[config.mk]
export PLATFORM = sky130hd
export DESIGN_NAME = cp0_regs
export DESIGN_NICKNAME = d
export VERILOG_FILES = /design/src/rtl/cp0_regs_pkg.sv /design/src/rtl/cp0_exc_arb.sv /design/src/rtl/cp0_regs.sv
export SDC_FILE = /design/constraint.sdc
export NUM_CORES = 1
export LEC_CHECK = 0
export CAP_MARGIN = 30
export CORE_MARGIN = 1
export CORE_UTILIZATION = 40
export CTS_CLUSTER_SIZE = 14
export DETAILED_ROUTE_END_ITERATION = 8
export GPL_TIMING_DRIVEN = 0
export PLACE_DENSITY = 0.89
export SLEW_MARGIN = 20
export SYNTH_ARGS = -nofsm -noshare
export SYNTH_HDL_FRONTEND = slang
export SYNTH_SLANG_ARGS = --single-unit
export TNS_END_PERCENT = 1
[constraint.sdc]
create_clock -name clk -period 4.88 [get_ports clk]
set_input_delay 0.976 -clock clk [delete_from_list [all_inputs] [get_ports clk]]
set_output_delay 0.976 -clock clk [all_outputs]
set_load 0.03 [all_outputs]
[src/rtl/cp0_regs_pkg.sv]
// Shared CP0 definitions: register numbers, exception codes and SR bit masks.
package cp0_regs_pkg;

  localparam logic [4:0] CP0_SR    = 5'd12;
  localparam logic [4:0] CP0_CAUSE = 5'd13;
  localparam logic [4:0] CP0_EPC   = 5'd14;
  localparam logic [4:0] CP0_PRID  = 5'd15;

  localparam logic [4:0] EXC_INT  = 5'd0;
  localparam logic [4:0] EXC_ADEL = 5'd4;
  localparam logic [4:0] EXC_ADES = 5'd5;
  localparam logic [4:0] EXC_RI   = 5'd10;
  localparam logic [4:0] EXC_OV   = 5'd12;

  localparam logic [31:0] SR_IM_MASK  = 32'h0000_FC00;
  localparam logic [31:0] SR_EXL_MASK = 32'h0000_0002;
  localparam logic [31:0] SR_IE_MASK  = 32'h0000_0001;
  localparam logic [31:0] SR_WR_MASK  = SR_IM_MASK | SR_EXL_MASK | SR_IE_MASK;

  function automatic logic [4:0] excCodeOf(input logic [31:0] causeWord);
    return causeWord[6:2];
  endfunction

endpackage

[src/rtl/cp0_exc_arb.sv]
// Combinational trap decision: interrupt vs. synchronous fault, and the ExcCode to record.
module cp0_exc_arb
  import cp0_regs_pkg::*;
(
  input  logic        reset,
  input  logic        validM,
  input  logic [31:0] causeIn,
  input  logic [5:0]  hwint,
  input  logic [5:0]  srIm,
  input  logic        srIe,
  input  logic        srExl,
  output logic        intReq,
  output logic        syncExc,
  output logic        excReq,
  output logic [4:0]  nextExcCode
);

  always_comb begin
    syncExc     = validM & (excCodeOf(causeIn) != EXC_INT);
    intReq      = validM & (|(hwint & srIm)) & srIe & ~srExl;
    excReq      = (syncExc | intReq) & ~reset;
    // interrupts outrank a synchronous fault on the same instruction
    nextExcCode = intReq ? EXC_INT : excCodeOf(causeIn);
  end

endmodule

[src/rtl/cp0_regs.sv]
// CP0 register file (SR/Cause/EPC/PRId) and exception-entry sequencing for the M stage.
module cp0_regs
  import cp0_regs_pkg::*;
#(
  parameter logic [31:0] PRID         = 32'h2017_1226,
  parameter logic [31:0] HANDLER_ADDR = 32'h0000_4180
) (
  input  logic        clk,
  input  logic        reset,
  input  logic        valid_m,
  input  logic [31:0] pc_m,
  input  logic [31:0] cause_in,
  input  logic [5:0]  hwint,
  input  logic        we,
  input  logic [4:0]  addr,
  input  logic [31:0] wdata,
  input  logic        eret,
  output logic [31:0] rdata,
  output logic        exc_req,
  output logic [31:0] handler_pc,
  output logic [31:0] epc
);

  logic [5:0]  srIm;
  logic        srExl, srIe;
  logic        causeBd;
  logic [5:0]  causeIp;
  logic [4:0]  causeExc;
  logic [31:0] epcReg;

  logic        intReq, syncExc, excReq;
  logic [4:0]  nextExcCode;

  cp0_exc_arb uArb (
    .reset      (reset),
    .validM     (valid_m),
    .causeIn    (cause_in),
    .hwint      (hwint),
    .srIm       (srIm),
    .srIe       (srIe),
    .srExl      (srExl),
    .intReq     (intReq),
    .syncExc    (syncExc),
    .excReq     (excReq),
    .nextExcCode(nextExcCode)
  );

  always_ff @(posedge clk) begin
    if (reset) begin
      srIm     <= '0;
      srExl    <= 1'b0;
      srIe     <= 1'b0;
      causeBd  <= 1'b0;
      causeIp  <= '0;
      causeExc <= '0;
      epcReg   <= '0;
    end else begin
      causeIp <= hwint;
      if (excReq) begin
        causeExc <= nextExcCode;
        // a nested fault inside the handler must not clobber the original return point
        if (!srExl) begin
          causeBd <= cause_in[31];
          epcReg  <= cause_in[31] ? pc_m - 32'd4 : pc_m;
          srExl   <= 1'b1;
        end
      end else begin
        if (we) begin
          if (addr == CP0_SR) begin
            srIm  <= wdata[15:10];
            srExl <= wdata[1];
            srIe  <= wdata[0];
          end
          if (addr == CP0_EPC) epcReg <= wdata;
        end
        if (eret) srExl <= 1'b0;
      end
    end
  end

  always_comb begin
    rdata = 32'h0;
    case (addr)
      CP0_SR:    rdata = {16'h0, srIm, 8'h0, srExl, srIe};
      CP0_CAUSE: rdata = {causeBd, 15'h0, causeIp, 3'h0, causeExc, 2'h0};
      CP0_EPC:   rdata = epcReg;
      CP0_PRID:  rdata = PRID;
      default:   rdata = 32'h0;
    endcase
  end

  assign exc_req    = excReq;
  assign handler_pc = HANDLER_ADDR;
  assign epc        = epcReg;

endmodule

Yosys cells after proc, flatten, opt, wreduce, memory -nomap -nowiden
Index checks and enable logic that the tools add are counted.

cells by class
  add/subtract/negate cells = 1
  multiply operators = 0
  divide/modulo/power cells = 0
  $lt $le $gt $ge = 0
  eq/ne operators = 5
  shift-type cells = 0
  mux-type cells = 11
  bitwise logic cells = 10
  reduce and logical (&&, ||, !) cells = 10

operators with widths
  kind                                                                    number
  32-bit 2-to-1 mux                                                       5
  32-bit case mux with 4 select lines                                     1
  32-bit by 3-bit subtractor with 32-bit output (second input constant)   1
  5-bit by 4-bit equality test with 1-bit output (second input constant)  4
  6-bit bitwise AND                                                       1
  3-bit AND reduction                                                     2
  3-bit nonzero test                                                      2
  6-bit OR reduction                                                      1
  1-bit bitwise AND                                                       5
  5-bit 2-to-1 mux                                                        1
  5-bit nonzero test                                                      1
  1-bit 2-to-1 mux                                                        4
  2-bit AND reduction                                                     2
  2-bit nonzero test                                                      2
  1-bit NOT                                                               3
  2-bit != test (second input constant)                                   1
  1-bit OR                                                                1

storage, ports and cells
  register bits after elaboration = 52
  bits in latches = 0
  memory bits (writable) = 0
  bits in read-only memories = 0
  input port bits = 112
  output and inout port bits = 97
  word-level logic and storage cells = 44
  memories = 0

Longest topological paths before layout
  depth in word-level cells = 9
  mapped depth = 9

Hierarchy
From an unflattened synthesis, not the netlist that was laid out.

second synthesis, totals
  cells, all modules = 457
  area total of the unflattened synthesis = 3517.1 um^2

modules (own cells, without submodules)
  module       instances  cells each  area each (um^2)  seq. area each (um^2)
  cp0_regs     1          442         3417.0            1041.0
  cp0_exc_arb  1          15          100.1             0.0

Worst setup path after synthesis
No wires, ideal clock.

  kind = input-to-output
  start point = input port cause_in[5]
  end point = output port exc_req
  arrival time = 2404 ps
  data required time = 3904 ps
  path slack = 1500 ps
  stages on the path = 7
  buffers on the path = 3
  cells stage by stage = nor4_1 -> a211o_1 -> buf_2 -> and2_1 -> clkbuf_1 -> buf_2 -> inv_1

on the way
  cells in the longest elaborated chain, start to end = 4

RTL lines
  what                RTL line           RTL
  from (decl)         cp0_regs.sv:12     input logic [31:0] cause_in,
  5-bit nonzero test  cp0_exc_arb.sv:19  syncExc = validM & (excCodeOf(causeIn) != EXC_INT);
  1-bit bitwise AND   cp0_exc_arb.sv:19
  1-bit OR            cp0_exc_arb.sv:21  excReq = (syncExc | intReq) & ~reset;
  1-bit bitwise AND   cp0_exc_arb.sv:21
  to (decl)           cp0_regs.sv:19     output logic exc_req,

No other way between the ends.

Final worst setup path
  start point = input port hwint[0]
  end point = output port exc_req

on the way
  cells in the longest elaborated chain, start to end = 7

RTL lines
  what                             RTL line           RTL
  from (decl)                      cp0_regs.sv:13     input logic [5:0] hwint,
  6-bit bitwise AND                cp0_exc_arb.sv:20  intReq = validM & (|(hwint & srIm)) & srIe & ~srExl;
  6-bit OR reduction               cp0_exc_arb.sv:20
  1-bit bitwise AND (3 in series)  cp0_exc_arb.sv:20
  1-bit OR                         cp0_exc_arb.sv:21
  1-bit bitwise AND                cp0_exc_arb.sv:21

No other way between the ends.

==> impl_metrics.ini <==
[detailed_routing]
met2_length_um = 5850
highest_layer = met4
drt_iter0_markers = 315
drc_errors = 0
ant_nets = 0
wl_met3_um = 1080
routedWlPerCell_um = 17.2
vias_per_cell = 5.58
num_vias = 3993
met1_length_um = 4970
dr.pass1.iters = 6
wirelength_um = 12300

[sta]
period_share = 0.938
final.min_clock_period_ns = 4.58
worst_pin_slew_ns = 0.925
hold_viol = 0
max-slew-margin-rel = 0.382
fin_setup_tns_ns = 0
setup_viol = 0
finalClockSkew_ns = 0.00647
rsz0062_at_grt = false
fmaxAchievable_mhz = 218
slew_violations = 0

[run_status]
status = completed

[power]
p_leak_nw = 2.01
powerDensity_nw_per_um2 = 205
irDropWorstVdd_mv = 0.124

[clocking]
insertion_delay_ns = 0.31
cts-buffers-inserted = 5
htreeDepth = 2
clock_path_buffers = 2
root_buffer = clkbuf_8
post_cts_buffers = 0
cts_hold_buf = 0
clock-sinks = 52
cts.clk_slew.worst_paths_ns = 0.10
tritoncts = yes

[layout]
drive_gt1_frac = 0.105
layout_common_cells = clkdlybuf4s50_1, dfxtp_1, nor2_1
fin_nets = 722
fillerInstances = 687
layout_commonest_cell = clkdlybuf4s50_1
syn2layout_area_growth_pct = 54.2
final_util = 0.635
final_design_area_no_fill_um2 = 5190
diodes = 0

[global_routing]
grt_pass1_vias = 3712
grt_start_max_net_pins = 16
grt.total_usage = 0.276
antenna_found_initial = 0
grt_pass1_wl_um = 18700
overflow = 0

[floorplanning]
core-area_um2 = 8180
die_w_um = 93.7
die_h_um = 93.7
initial_core_util = 0.412
row_count = 33
fp.dieArea_um2 = 8790
top_level_ports = 209

[synthesis]
synth_seq_cells = 52
ys_warn_count = 0
synth-async-reset-ratio = 0
synth_edf_count = 0
synth_ff_type = dfxtp_1
synth_area_um2 = 3370
syn_avg_cell_area_um2 = 7.94
syn_inst = 424
yosysUniqueCellTypes = 51
seq_area_frac_synth = 0.309

[worst_setup_path]
cp_cell_sequence = clkdlybuf4s50_1 > a22oi_1 > a311o_1 > clkbuf_1 > and2_1 > clkbuf_1 > buf_2 > inv_1 > clkdlybuf4s50_1
critical_path_class = in2out
cp.required_ns = 3.90
slowest_delay_ns = 0.61
start_kind = input port
worstSetupEndpointType = output port
r2r_cells = 7
crit_path_top_delay_cell = clkdlybuf4s50_1
arrival_ns = 3.60
path_max_fanout = 10

[placement]
place.gp.congestion = 0.869
dpl-instance-area_um2 = 5090
hpwl_um = 9600
io_buffer_count = 148

[job]
max_cap_viol_count = 0

[hold_path]
worstHoldPathCells = 2
min_path_type = reg2reg
## flip-flops by register name, summed over array words and instances, names as in the netlist
signal    flops
causeExc      5
epc          32
srExl         1
srIe          1
causeBd       1
causeIp       6
srIm          6
## worst paths after layout
path / start / to / slack, ns
worst min-delay path: causeExc[3]$_SDFFE_PP0P_ / causeExc[3]$_SDFFE_PP0P_ / 0.47
worst max-delay path: hwint[0] / exc_req / 0.30
worst min register to register: causeExc[3]$_SDFFE_PP0P_ / causeExc[3]$_SDFFE_PP0P_ / 0.47
worst max register to register: srExl$_SDFFE_PP0P_ / epc[11]$_SDFFE_PP0P_ / 2.41
## metrics by stage
stage | setup slack, ns | total power [W] | hold WS, ns | std cells
finish | 0.301 | 0.00106 | 0.470 | 715
global route | 0.122 | 0.00110 | 0.495 | 715
CTS | 0.234 | 0.00106 | 0.468 | 715
detailed placement | 0.273 | 0.000807 | 0.454 | 707
global placement | 0.317 | 0.000801 | 0.444 | 707
floorplan | 1.50 | 0.000651 | 0.435 | 454
## worst max-delay path: cells and delay by family
kind / cells / cell delay, ns
buffers and inverters: 6 / 1.91
AOI/OAI and AO/OA: 2 / 0.55
and+or+nand+nor: 1 / 0.18
## power by group
group / total [W] / switching (W) / internal [W] / leakage [nW]
registers: 0.000470 / 0.0000219 / 0.000448 / 0.427
clock network: 0.000259 / 0.000145 / 0.000114 / 0.0510
logic: 0.000335 / 0.000181 / 0.000154 / 1.53
## metal layers
layer | global-route usage | up-vias
li1 | - | 1848
met1 | 0.365 | 1859
met2 | 0.450 | 252
met3 | 0.0348 | 34
met4 | 0.119 | 0
met5 | 0 | -
## Yosys cell counts, types with 5 or more instances
cell type | number | area share
nor2_1 | 42 | 0.047
xnor2_1 | 16 | 0.042
nand3_1 | 14 | 0.021
buf_4 | 32 | 0.071
nor2b_1 | 8 | 0.015
dfxtp_1 | 52 | 0.31
nor3_1 | 25 | 0.037
xor2_1 | 9 | 0.023
inv_1 | 9 | 0.010
a22oi_1 | 19 | 0.042
clkbuf_1 | 21 | 0.023
o21ai_0 | 9 | 0.013
a21oi_1 | 26 | 0.039
nor4_1 | 10 | 0.019
o221a_2 | 10 | 0.033
buf_2 | 5 | 0.0074
or3_1 | 7 | 0.013
and3_1 | 15 | 0.028
nand2_1 | 20 | 0.022
or4_1 | 5 | 0.011
a31oi_1 | 8 | 0.015
mux2i_1 | 15 | 0.045
## cells by family after synthesis
family          share of synthesized area
compound gates                      0.194
xor+xnor                           0.0651
fa+ha+maj                         0.00372
buf+inv                             0.114
flops                               0.309
mux                                0.0446
other cells                       0.00223
simple gates                        0.266
## area by class of cell
cell class / instances / area [um^2] / share of cell area
clock buffers: 6 / 82.6 / 0.0159
repair buffers: 148 / 1480 / 0.285
inverters: 9 / 33.8 / 0.00651
flip-flops and latches: 52 / 1040 / 0.201
well taps: 105 / 131 / 0.0253
multi-input cells: 333 / 2060 / 0.397
clock inverters: 2 / 10.0 / 0.00193
plain buffers: 60 / 352 / 0.0677
## what timing repair did
action	CTS	global route
gates resized for setup	0	1
setup endpoints to repair	0	1
hold endpoints to repair	0	0
(Power assumes the default switching activity.)
==> edit: new RTL, config.mk and constraints unchanged <==
Make the reset (`reset`) asynchronous in one clocked block.
--- a/src/rtl/cp0_regs.sv
+++ b/src/rtl/cp0_regs.sv
@@ -45,7 +45,7 @@
     .nextExcCode(nextExcCode)
   );
 
-  always_ff @(posedge clk) begin
+  always_ff @(posedge clk or posedge reset) begin
     if (reset) begin
       srIm     <= '0;
       srExl    <= 1'b0;
Function: differs if reset is asserted again (counterexample within 4 cycles, from zero or initial values and one cycle with reset high); with reset held inactive, the same outputs for 4 cycles.
==> edit against the original RTL <==
  * The run now ends with DRC left
  * Sequential cell count unchanged
  * Power grew 41%
  * Setup slack got worse by 0.087 ns
  * Area after synthesis rose by 9.0%
  * First-iteration DRC count increased by 8.6%
  * Largest cell class unchanged
  * Worst hold slack better by 0.015 ns
  * Critical path type unchanged
  * Wire length up 6.0%
  * Design area grew 6.9%
==> edit: results <==
[grt]
grt_pass1_wl_um = 19900
grt_start_max_net_pins = 28
use_met1_pct = 34.1
track_usage_pct = 26.8

[hold_path]
hold_start = "causeExc[3]"
hold_end = "causeExc[3]"
min_path_type = "register to register"

[setup_path]
r2r_cells = 8
arrival_ns = 3.69
crit_start = "addr[0]"
critPathCapture = "rdata[2]"
r2r_setup_slack_ns = 2.12
r2r_start = "srExl"
cpPeakStageDelay_ns = 0.70

[routing]
drt_iter0_drc = 342
vias = 3956
routedWlPerCell_um = 18.5
drc = 32
first_pass_iters = 7
viasPerCell = 5.63

[layout]
num-fill-cells = 745
nonClockInverterCount = 8
multi_input_gates = 320
multi_input_area_share_pct = 38.2
fin_nets = 707
clkCellAreaFrac_pct = 1.74
area_share_nonclk_buffers_pct = 33.6
final_layout_size_suffix_gt1_share_pct = 15.1
fin_util_pct = 63.0

[sta]
worstMarginPinSlew_ns = 0.752
finalClockSkew_ns = 0.00705
post-route-min-period_ns = 4.67
holdWs_ns = 0.484

[run_status]
outcome = "finished with violations"
failed_checks = "DRC"

[placement]
io_buffer_count = 149
dp_hpwl_um = 10200
post_dp_cell_area_sq_um = 5430
dp.cells = 696
pre_cts_slack_ns = -0.371

[power]
clk-power_uw = 272
max-vdd-ir-drop_mv = 0.146
p_sw_uw = 584
p_leak_uw = 0.00227
comb-power_uw = 641
p_per_area_nw_per_um2 = 270

[synthesis]
synth_ff_type = "dfrtp_1"
syn_area_per_cell_sq_um = 9.02
async_flop_share_pct = 100
synth_area_leaders = "dfrtp_1 (35%), mux2_2 (8.9%), buf_4 (6.5%)"
yosysUniqueCellTypes = 56
synth_common_cells = "dfrtp_1 (52), buf_4 (32), nor2_1 (32), nor3_1 (30), mux2_2 (29)"
synth_seq_area_share_pct = 35.5
[edit: routing by layer]
layer | part of all wire (%) | wire length [um]
met5 | 0 | 0
met1 | 41 | 5300
met3 | 9.3 | 1220
met2 | 48 | 6250
met4 | 2.0 | 255
[edit: repair_timing]
| action | in CTS | in global routing |
|---|---|---|
| resized for setup | 2 | 3 |
| hold endpoints to repair | 0 | 0 |
| endpoints found under the setup margin | 1 | 1 |
| pin swaps | 0 | 0 |
[edit: kinds of logic after synthesis]
logic type	Yosys count	share of synthesized area (%)
AO/OA/AOI/OAI	85	16.0
XOR/XNOR	15	3.58
adder cells (fa/ha/maj)	1	0.341
buffers and inverters	65	10.3
flip-flops	52	35.5
multiplexers	37	11.1
other	2	0.205
AND/OR/NAND/NOR	150	23.0
[edit: worst register-to-register path, delay by kind of cell, from the launching register on]
family,cells,cell delay (ns)
buf+inv,3,0.79
compound gates,2,0.72
flops,1,0.45
simple gates,2,0.42
mux,1,0.27
